[config.mk]
export PLATFORM = sky130hd
export DESIGN_NAME = store_buffer
export DESIGN_NICKNAME = d
export VERILOG_FILES = /design/src/rtl/store_buffer_pkg.sv /design/src/rtl/sb_fwd_match.sv /design/src/rtl/store_buffer.sv
export SDC_FILE = /design/constraint.sdc
export NUM_CORES = 1
export LEC_CHECK = 0
export BUFFER_PORTS_ARGS = -buffer_cell sky130_fd_sc_hd__buf_4
export CORE_AREA = 2 2 139 141
export DETAILED_ROUTE_END_ITERATION = 12
export DIE_AREA = 0 0 141 143
export HOLD_SLACK_MARGIN = 0.05
export PLACE_DENSITY = 0.88
export REMOVE_ABC_BUFFERS = 1
export SYNTH_ARGS = -nofsm -noshare
export SYNTH_HDL_FRONTEND = slang
export SYNTH_SLANG_ARGS = --single-unit
[constraint.sdc]
create_clock -name clk -period 3.6 [get_ports clk]
set_input_delay 0.54 -clock clk [delete_from_list [all_inputs] [get_ports clk]]
set_output_delay 0.54 -clock clk [all_outputs]
set_load 0.005 [all_outputs]
[src/rtl/store_buffer_pkg.sv]
// store_buffer_pkg
// Shared definitions for the store buffer slice.
//   SB_DEPTH   : default number of pending-store entries
//   TAG_W      : word-address tag width (byte address bits [31:2])
//   sb_entry_t : one pending store {tag, data}
package store_buffer_pkg;

    localparam int SB_DEPTH = 4;
    localparam int TAG_W    = 30;

    typedef struct packed {
        logic [TAG_W-1:0] tag;
        logic [31:0]      data;
    } sb_entry_t;

endpackage

[src/rtl/sb_fwd_match.sv]
// sb_fwd_match
// DEPTH-way tag compare over the pending stores with youngest-first
// priority, used for store-to-load forwarding.
// Ports:
//   entries : entry storage array, indexed by physical slot
//   head    : slot of the oldest pending entry
//   count   : number of pending entries (0..DEPTH)
//   ld_tag  : load word address (byte address bits [31:2])
//   hit     : some pending entry matches ld_tag
//   data    : data of the youngest matching entry, 0 when no hit
module sb_fwd_match
    import store_buffer_pkg::*;
#(
    parameter int DEPTH = SB_DEPTH,
    localparam int PTR_W = $clog2(DEPTH),
    localparam int CNT_W = PTR_W + 1
) (
    input  sb_entry_t          entries [DEPTH],
    input  logic [PTR_W-1:0]   head,
    input  logic [CNT_W-1:0]   count,
    input  logic [TAG_W-1:0]   ld_tag,
    output logic               hit,
    output logic [31:0]        data
);

    logic [PTR_W-1:0] idx;

    // Walk entries from oldest to youngest; a later match overwrites an
    // earlier one, so the youngest matching store wins.
    always_comb begin
        hit  = 1'b0;
        data = '0;
        idx  = '0;
        for (int i = 0; i < DEPTH; i++) begin
            idx = head + PTR_W'(i);
            if ((CNT_W'(i) < count) && (entries[idx].tag == ld_tag)) begin
                hit  = 1'b1;
                data = entries[idx].data;
            end
        end
    end

endmodule

[src/rtl/store_buffer.sv]
// store_buffer
// Circular FIFO of pending word stores that drains in program order to
// data memory, with optional store-to-load forwarding.
// Build option: define STORE_BUFFER_FWD_EN to compile in forwarding;
// otherwise ld_hit/ld_data are tied to 0.
// Ports:
//   clk, reset         : clock, asynchronous active-high reset
//   st_valid/st_ready  : CPU store handshake; st_addr/st_data the store
//   ld_addr            : load address checked for forwarding
//   ld_hit/ld_data     : forwarding result
//   dm_stall           : data memory cannot take a write this cycle
//   dm_addr/dm_wd/dm_we: write port to data memory (head entry)
//   empty/full         : occupancy flags
module store_buffer
    import store_buffer_pkg::*;
#(
    parameter int DEPTH = SB_DEPTH,
    localparam int PTR_W = $clog2(DEPTH),
    localparam int CNT_W = PTR_W + 1
) (
    input  logic        clk,
    input  logic        reset,
    input  logic        st_valid,
    input  logic [31:0] st_addr,
    input  logic [31:0] st_data,
    output logic        st_ready,
    input  logic [31:0] ld_addr,
    output logic        ld_hit,
    output logic [31:0] ld_data,
    input  logic        dm_stall,
    output logic [31:0] dm_addr,
    output logic [31:0] dm_wd,
    output logic        dm_we,
    output logic        empty,
    output logic        full
);

    sb_entry_t        mem [DEPTH];
    logic [PTR_W-1:0] head;
    logic [PTR_W-1:0] tail;
    logic [CNT_W-1:0] count;
    logic             push;
    logic             pop;

    // Word stores only: the byte-offset bits carry no information.
    logic unused_addr_bits;

    assign empty    = (count == '0);
    assign full     = (count == CNT_W'(DEPTH));
    // No bypass when full: a drain this cycle does not free a slot for a
    // store until the next cycle.
    assign st_ready = !full;
    assign push     = st_valid && st_ready;
    assign dm_we    = !empty && !dm_stall;
    assign pop      = dm_we;

    assign dm_addr  = empty ? 32'd0 : {mem[head].tag, 2'b00};
    assign dm_wd    = empty ? 32'd0 : mem[head].data;

    // Pointers and occupancy; power-of-two DEPTH lets the pointers wrap
    // naturally at their width.
    always_ff @(posedge clk or posedge reset) begin
        if (reset) begin
            head  <= '0;
            tail  <= '0;
            count <= '0;
        end else begin
            if (push) tail <= tail + 1'b1;
            if (pop)  head <= head + 1'b1;
            case ({push, pop})
                2'b10:   count <= count + 1'b1;
                2'b01:   count <= count - 1'b1;
                default: count <= count;
            endcase
        end
    end

    // Entry payload needs no reset; validity comes from head/count only.
    always_ff @(posedge clk) begin
        if (push) begin
            mem[tail].tag  <= st_addr[31:2];
            mem[tail].data <= st_data;
        end
    end

`ifdef STORE_BUFFER_FWD_EN
    sb_fwd_match #(
        .DEPTH (DEPTH)
    ) u_fwd (
        .entries (mem),
        .head    (head),
        .count   (count),
        .ld_tag  (ld_addr[31:2]),
        .hit     (ld_hit),
        .data    (ld_data)
    );

    assign unused_addr_bits = ^{st_addr[1:0], ld_addr[1:0]};
`else
    assign ld_hit  = 1'b0;
    assign ld_data = 32'd0;

    assign unused_addr_bits = ^{st_addr[1:0], ld_addr};
`endif

endmodule

Word level (Yosys, flattened, before mapping). Memories as Yosys holds them, arrays and structs flattened. Cells that the tools add are included.

Input port bits: 100. Bits in writable memories: 248. Register bits after elaboration: 7. Memories: 1. Logic and storage cells: 23. Output and inout port bits: 101. Bits in latches: 0. Bits in read-only memories: 0.

Memories: mem (depth 4, bits a word 62, rd ports 1, clocked after memory_dff 0, write ports 1, line store_buffer.sv:38) `sb_entry_t mem [DEPTH];`.

Eq/ne operators: 3. Multiply operators: 0. Div/mod/pow operators: 0. Shift-type cells: 0. Multiplexer cells: 5. Magnitude comparators: 0. Add/subtract/negate cells: 4. Bitwise logic cells: 0. Reduce and logical (&&, ||, !) cells: 7.

Operators with widths (number): two-way mux 32 bit (2); case mux 3 bit (2 select lines) (1); adder 2 x 1 -> 2 bit (second input constant) (2); adder 3 x 1 -> 3 bit (second input constant) (1); == test 3 bit (second input constant) (1); zero test 1 bit (3); zero test 3 bit (1); subtractor 3 x 1 -> 3 bit (second input constant) (1); == test 2 x 1 -> 1 bit (second input constant) (1); == test 2 bit (second input constant) (1); logical AND 1 bit (2); two-way mux 1 bit (2); nonzero test 2 bit (1).

Logic depth before layout (Yosys ltp). Gate-level depths: netlist (run 1).

Depth after elaboration: 5. Mapped depth: 11. Mapped depth without buffers: 11.

Worst setup path after synthesis (run 1). Ideal clock, no wire load.

Path kind: register -> register. Start: register count[0]. End: memory mem[0][0] in the netlist's numbering, enable pin. Arrival time: 2420 ps. Cell stages (with the launch flop): 6. Setup time: 426 ps. Data required time: 3174 ps. Clock period less this slack: 2847 ps. Setup slack: 753 ps. Buffers on the path: 0. Path through: dfrtp_1 > inv_1 > nand3_1 > inv_1 > nor2b_1 > and2_1.

Word-level cells in the longest chain between the ends: 5.

Ends and longest elaborated chain: start: declaration (line store_buffer.sv:41) `logic [CNT_W-1:0] count;`; start signal: assignment (line store_buffer.sv:71) `2'b10: count <= count + 1'b1;`; start signal: assignment (line store_buffer.sv:72) `2'b01: count <= count - 1'b1;`; start signal: assignment (line store_buffer.sv:73) `default: count <= count;`; == test 3 bit (line store_buffer.sv:49) `assign full = (count == CNT_W'(DEPTH));`; zero test 1 bit (line store_buffer.sv:52) `assign st_ready = !full;`; named net st_ready (line store_buffer.sv:26) `output logic st_ready,`; logical AND 1 bit (line store_buffer.sv:53) `assign push = st_valid && st_ready;`; two-way mux 1 bit (line store_buffer.sv:80) `if (push) begin`; two-way mux 1 bit (implied by the code) (line store_buffer.sv:82) `mem[tail].data <= st_data;`; end: declaration (line store_buffer.sv:38).

The timed path passes the listed nets, and every way through them passes these cells.

Worst setup path in the final report (run 1).
Start: register head[0]. End: output port dm_wd[31].

Word-level cells in the longest chain between the ends: 2.

Ends and longest elaborated chain: start: declaration (line store_buffer.sv:39) `logic [PTR_W-1:0] head;`; start signal: assignment (line store_buffer.sv:69) `if (pop) head <= head + 1'b1;`; memory read (4 x 62 bit); two-way mux 32 bit (line store_buffer.sv:58) `assign dm_wd = empty ? 32'd0 : mem[head].data;`; end: declaration (line store_buffer.sv:32) `output logic [31:0] dm_wd,`.

Every way passes these cells.

==> run_results.csv, run 1 <==
group,metric,value,unit
clock_tree,htreeDepth,1,
drt,drtPass1Iterations,6,
critical_path,crit_path_end_kind,"primary output",
synthesis,synth_top_family_by_area,"multiplexers",
placed_design,io_buffers,131,
floorplanning,core_area,0.0186,sq mm
clock_tree,clkLatencyLatePin,510,ps
critical_path,reg2reg_depth,5,
drt,wl_per_cell,20.3,microns
final_layout,area_growth,17.9,%
sta,fin_skew,18.0,ps
sta,post-route-period-util,87.2,%
final_layout,final_cell_mix,"edfxtp_1 (248), buf_4 (133), mux4_2 (60), nor2b_1 (58), conb_1 (35)",
global_route,grtUsageTotal,17.5,%
final_layout,antennaDiodeCount,0,
drt,drc,0,
critical_path,r2r-start,"count[0]",
sta,tightest_slew,972,ps
synthesis,syn_inst,468,
worst_hold_path,hp-class,"primary input to flop",
pwr,max-vdd-ir-drop,0.640,mV
clock_tree,tritoncts,"yes",
placed_design,dp_slack,922,ps
critical_path,worstSetupStartpointType,"flop",
synthesis,avgSynthCellArea,21.6,sq um
drt,ant_nets,0,
floorplanning,die_x,141,microns
synthesis,yosysWarnings,0,
sta,relSlewSlack,35.2,%
drt,vias,4696,
worst_hold_path,min-delay-start,"st_data[16]",
placed_design,dp_hpwl,9970,microns
final_layout,mostFrequentLayoutCell,"edfxtp_1",
synthesis,synth.area.mux_share,14.1,%
global_route,grt_pass1_vias,5114,
critical_path,critical_path_class,"flop to primary output",
global_route,grt_max_degree,64,
floorplanning,io_pins,201,
sta,setup_viol,0,
synthesis,ys_ff_latch,255,
floorplanning,dieHeight,143,microns
clock_tree,clk_pin_slew_worst_paths,70,ps
drt,avgViaCountPerCell,5.46,
global_route,gr-total-overflow,0,
floorplanning,start_util,54.4,%
final_layout,finalNetCount,714,
critical_path,r2r_slack,1200,ps
final_layout,drive_gt1_share,38.0,%
sta,rsz0062_at_grt,"no",
job,maxCapViolCount,0,
clock_tree,cts_buffer_depth,3,
sta,layout_setup_ws,460,ps
clock_tree,postCtsSetupRepairBufs,0,
drt,wirelength,17500,microns
synthesis,synth_compound_area_share,0,%
global_route,grt_pass1_wl,27300,microns
synthesis,synth-xor-area-share,0.519,%
pwr,power_leakage,4.24,nW
critical_path,crit_arrival,2600,ps
synthesis,synth-simple-area-share,4.45,%
floorplanning,dieArea,0.0202,sq mm
synthesis,synthAdderAreaFrac,0.816,%
critical_path,reg2reg_to,"mem[3][5]",
floorplanning,fp-row-count,50,
worst_hold_path,hold_end,"mem[2][16]",
final_layout,nFillCells,1197,
sta,fmax,318,MHz
drt,drtIter0Drc,340,
synthesis,syn-cell-area,0.0101,sq mm
final_layout,final_cells,860,
placed_design,post-place-cells,814,
critical_path,critical_path_peak_fanout,35,
placed_design,place_congestion,0.663,
clock_tree,clock-sinks,255,
critical_path,crit_required,3060,ps
sta,hold_violations,0,
sta,slew_viol_final,0,
synthesis,seq_area_frac_synth,75.3,%
clock_tree,cts_buffers,25,
status,status,"complete, no violations",
sta,timing.final.crit_period,3140,ps
synthesis,ys_types,24,
clock_tree,clock-root-buffer,"clkbuf_16",
global_route,antenna_found_initial,0,
pwr,powerDensity,830,mW/mm^2
worst_hold_path,holdPathStages,1,
-- worst max path at each step --
stage	startpoint	end	slack [ps]	cells after the start
floorplan	count[0]	count[2]	-1570	8
global placement	head[0]	dm_wd[31]	930	4
detailed placement	head[0]	dm_addr[31]	920	4
CTS	head[0]	dm_wd[31]	370	4
global route	head[0]	dm_addr[17]	280	4
finish	head[0]	dm_wd[31]	460	4
-- routing by layer --
| metal | track usage, % | part of all wire (%) |
|---|---|---|
| met2 | 31.3 | 53 |
| met4 | 4.68 | 2.2 |
| met5 | 0 | 0 |
| met3 | 3.59 | 5.7 |
| met1 | 22.1 | 39 |
-- kinds of logic (layout without fill, tap and decap cells) --
kind of cell / after synthesis / after routing
simple gates: 72 / 72
mux: 64 / 64
fa+ha+maj: 6 / 6
flops: 255 / 255
xor+xnor: 6 / 6
buf+inv: 64 / 188
other cells: 1 / 35
-- per-stage QoR --
step	util, %	instance area (sq um)	hold slack (ps)	total power, mW	TNS (ps)
after detailed placement	59.9	11100	493	7.52	0
after global routing	64.2	11900	211	10.4	0
after global placement	59.9	11100	485	7.40	0
final	64.2	11900	224	9.90	0
after CTS	64.2	11900	208	10.1	0
after floorplan	-	9790	343	6.09	-53800
-- cell usage after synthesis, drive strengths merged --
cell,n,area share [%]
xor2,4,0.35
xnor2,2,0.17
mux4,62,14
dfrtp,7,1.7
nor3b,1,0.074
nor2,2,0.074
inv,8,0.30
mux2,1,0.11
fa,1,0.20
nand3,1,0.049
conb,1,0.037
mux2i,1,0.099
nor2b,58,3.6
and2b,5,0.37
and2,4,0.25
clkbuf,5,0.19
buf,51,4.3
nor3,1,0.049
ha,5,0.62
edfxtp,248,74
-- registers in the layout, indices dropped and copies added (netlist names) --
| register | cells |
|---|---|
| mem | 248 |
| tail | 2 |
| head | 2 |
| count | 3 |
-- worst max-delay path, cell delays in order (launching register included) --
cell and delay [ps]:
dfrtp_4 830, buf_12 360, mux4_1 590, nor2b_1 140, buf_4 140
-- area by class of cell --
class / count / area (sq um) / area share [%]
Sequential cell: 255 / 7630 / 63.9
Multi-Input combinational cell: 183 / 2160 / 18.1
Timing Repair Buffer: 135 / 1030 / 8.62
Clock buffer: 29 / 641 / 5.37
Tap cell: 234 / 293 / 2.45
Clock inverter: 16 / 153 / 1.28
Inverter: 8 / 30.0 / 0.252
-- power by group --
group | leakage, nW | internal (mW) | switching (mW)
sequential | 2.35 | 3.94 | 0.391
combinational | 1.50 | 1.77 | 1.28
clock | 0.395 | 1.49 | 1.03
total | 4.24 | 7.20 | 2.70
-- timing repair --
action | in CTS | in global routing
gates resized for setup | 0 | 0
hold buffers | 1 | 0
hold endpoints to repair | 7 | 0
Note: power is estimated with default switching activity, not from simulation.
==> run 2: changes to the inputs <==
--- a/config.mk
+++ b/config.mk
@@ -6,11 +6,11 @@
 export NUM_CORES = 1
 export LEC_CHECK = 0
 export BUFFER_PORTS_ARGS = -buffer_cell sky130_fd_sc_hd__buf_4
-export CORE_AREA = 2 2 139 141
+export CORE_AREA = 2 2 146 148
 export DETAILED_ROUTE_END_ITERATION = 12
-export DIE_AREA = 0 0 141 143
+export DIE_AREA = 0 0 148 150
 export HOLD_SLACK_MARGIN = 0.05
-export PLACE_DENSITY = 0.88
+export PLACE_DENSITY = 0.84
 export REMOVE_ABC_BUFFERS = 1
 export SYNTH_ARGS = -nofsm -noshare
 export SYNTH_HDL_FRONTEND = slang
==> constraint.sdc (replaced) <==
create_clock -name clk -period 2.52 [get_ports clk]
set_input_delay 0.378 -clock clk [delete_from_list [all_inputs] [get_ports clk]]
set_output_delay 0.378 -clock clk [all_outputs]
set_load 0.005 [all_outputs]
==> run_results.csv, run 2 (synthesis gave the netlist of run 1 again) <==
group,metric,value,unit
clock_tree,clock-root-buffer,"clkbuf_16",
critical_path,r2r_slack,490,ps
critical_path,crit_path_end_kind,"primary output",
drt,ant_nets,0,
drt,drtIter0Drc,363,
clock_tree,cts_buffer_depth,3,
floorplanning,io_pins,201,
global_route,gr-total-overflow,0,
pwr,powerDensity,1200,mW/mm^2
critical_path,crit_arrival,2130,ps
floorplanning,dieArea,0.0222,sq mm
final_layout,nFillCells,1406,
final_layout,finalNetCount,784,
placed_design,io_buffers,131,
final_layout,final_cells,973,
final_layout,antennaDiodeCount,0,
floorplanning,start_util,48.9,%
global_route,antenna_found_initial,0,
drt,wl_per_cell,19.5,microns
status,status,"complete, no violations",
pwr,power_leakage,4.69,nW
final_layout,drive_gt1_share,39.5,%
floorplanning,die_x,148,microns
final_layout,fin_util,62.6,%
pwr,total_power,15.6,mW
sta,post-route-period-util,99.4,%
drt,avgViaCountPerCell,5.13,
drt,drc,0,
final_layout,regMostFlops,"mem",
global_route,grt_pass1_vias,5221,
final_layout,final_cell_mix,"edfxtp_1 (248), buf_4 (146), mux4_2 (62), nor2b_1 (58), dlygate4sd3_1 (40)",
clock_tree,clk_pin_slew_worst_paths,60,ps
sta,setup_viol,0,
floorplanning,fp-row-count,53,
global_route,grtUsageTotal,16.4,%
drt,vias,4995,
final_layout,largest_reg_flops,248,
job,maxCapViolCount,0,
sta,hold_violations,0,
global_route,grt_pass1_wl,28200,microns
critical_path,worstSetupStartpointType,"flop",
clock_tree,clkLatencyLatePin,510,ps
clock_tree,tritoncts,"yes",
pwr,max-vdd-ir-drop,0.994,mV
drt,wirelength,19000,microns
sta,rsz0062_at_grt,"yes",
global_route,grt_max_degree,65,
placed_design,post-place-cells,863,
critical_path,critical_path_peak_fanout,10,
placed_design,dp_hpwl,9930,microns
floorplanning,dieHeight,150,microns
sta,fin_skew,5.15,ps
critical_path,critical_path_class,"flop to primary output",
sta,slew_viol_final,0,
final_layout,area_growth,28.0,%
final_layout,mostFrequentLayoutCell,"edfxtp_1",
sta,hold_slack,67.7,ps
sta,fmax,399,MHz
clock_tree,htreeDepth,1,
sta,timing.final.crit_period,2510,ps
clock_tree,clock-sinks,255,
floorplanning,core_area,0.0207,sq mm
worst_hold_path,hp-class,"primary input to flop",
critical_path,crit_required,2140,ps
final_layout,reg.largest.list,"mem: 248 flops, count: 3 flops",
placed_design,place_congestion,0.738,
drt,drtPass1Iterations,4,
clock_tree,cts_buffers,26,
[run 2: report_power, final]
group          internal [mW]  leakage [nW]  switching, mW
clock network           2.70         0.475           1.52
registers               5.62          2.35          0.271
logic                   3.10          1.86           2.33
[run 2: stage by stage]
stage                     setup slack (ps)  area [sq um]  setup TNS, ps
final                                 13.9         13000              0
after global routing                 -48.0         13000           -594
after CTS                            -40.8         12700           -394
after detailed placement               339         11300              0
after global placement                 374         11300              0
after floorplan                      -2650          9790        -198940
[run 2: final timing paths]
path                             start     endpoint  cells after the start
max in group asynchronous        reset      head[0]                      3
max reg2reg                   count[0]    mem[3][1]                      7
min in group asynchronous        reset     count[1]                      3
min                        st_data[21]   mem[1][21]                      1
min reg2reg                   count[2]     count[2]                      1
max                            head[0]  dm_addr[14]                      5
[run 2: final cells by class]
type | instances | area (sq um) | share of cell area, %
sequential | 255 | 7630 | 58.9
multi-input combinational | 183 | 2150 | 16.6
timing repair buffer | 204 | 1830 | 14.2
clock buffer | 32 | 704 | 5.44
tap | 275 | 344 | 2.66
clock inverter | 16 | 260 | 2.01
inverter | 8 | 30.0 | 0.232
[run 2: routing by layer]
layer / vias to the layer above / GRT usage (%) / share of wire (%)
met5: - / 0 / 0
met1: 2573 / 20.8 / 41
li1: 2211 / - / -
met2: 175 / 29.1 / 52
met4: 0 / 4.71 / 2.0
met3: 36 / 2.93 / 5.5
[run 2: what timing repair did]
action / 4_1_cts / 5_1_grt
resized for setup: 4 / 6
endpoints found under the hold margin: 134 / 4
setup endpoints to repair: 52 / 54
setup buffers: 3 / 15
hold buffers: 39 / 1
cloned: 0 / 4
[run 2: critical path, stage by stage (launching register included)]
cell,delay [ps]
dfrtp_4,450
buf_12,150
buf_8,170
mux4_2,520
and2b_1,180
buf_4,140
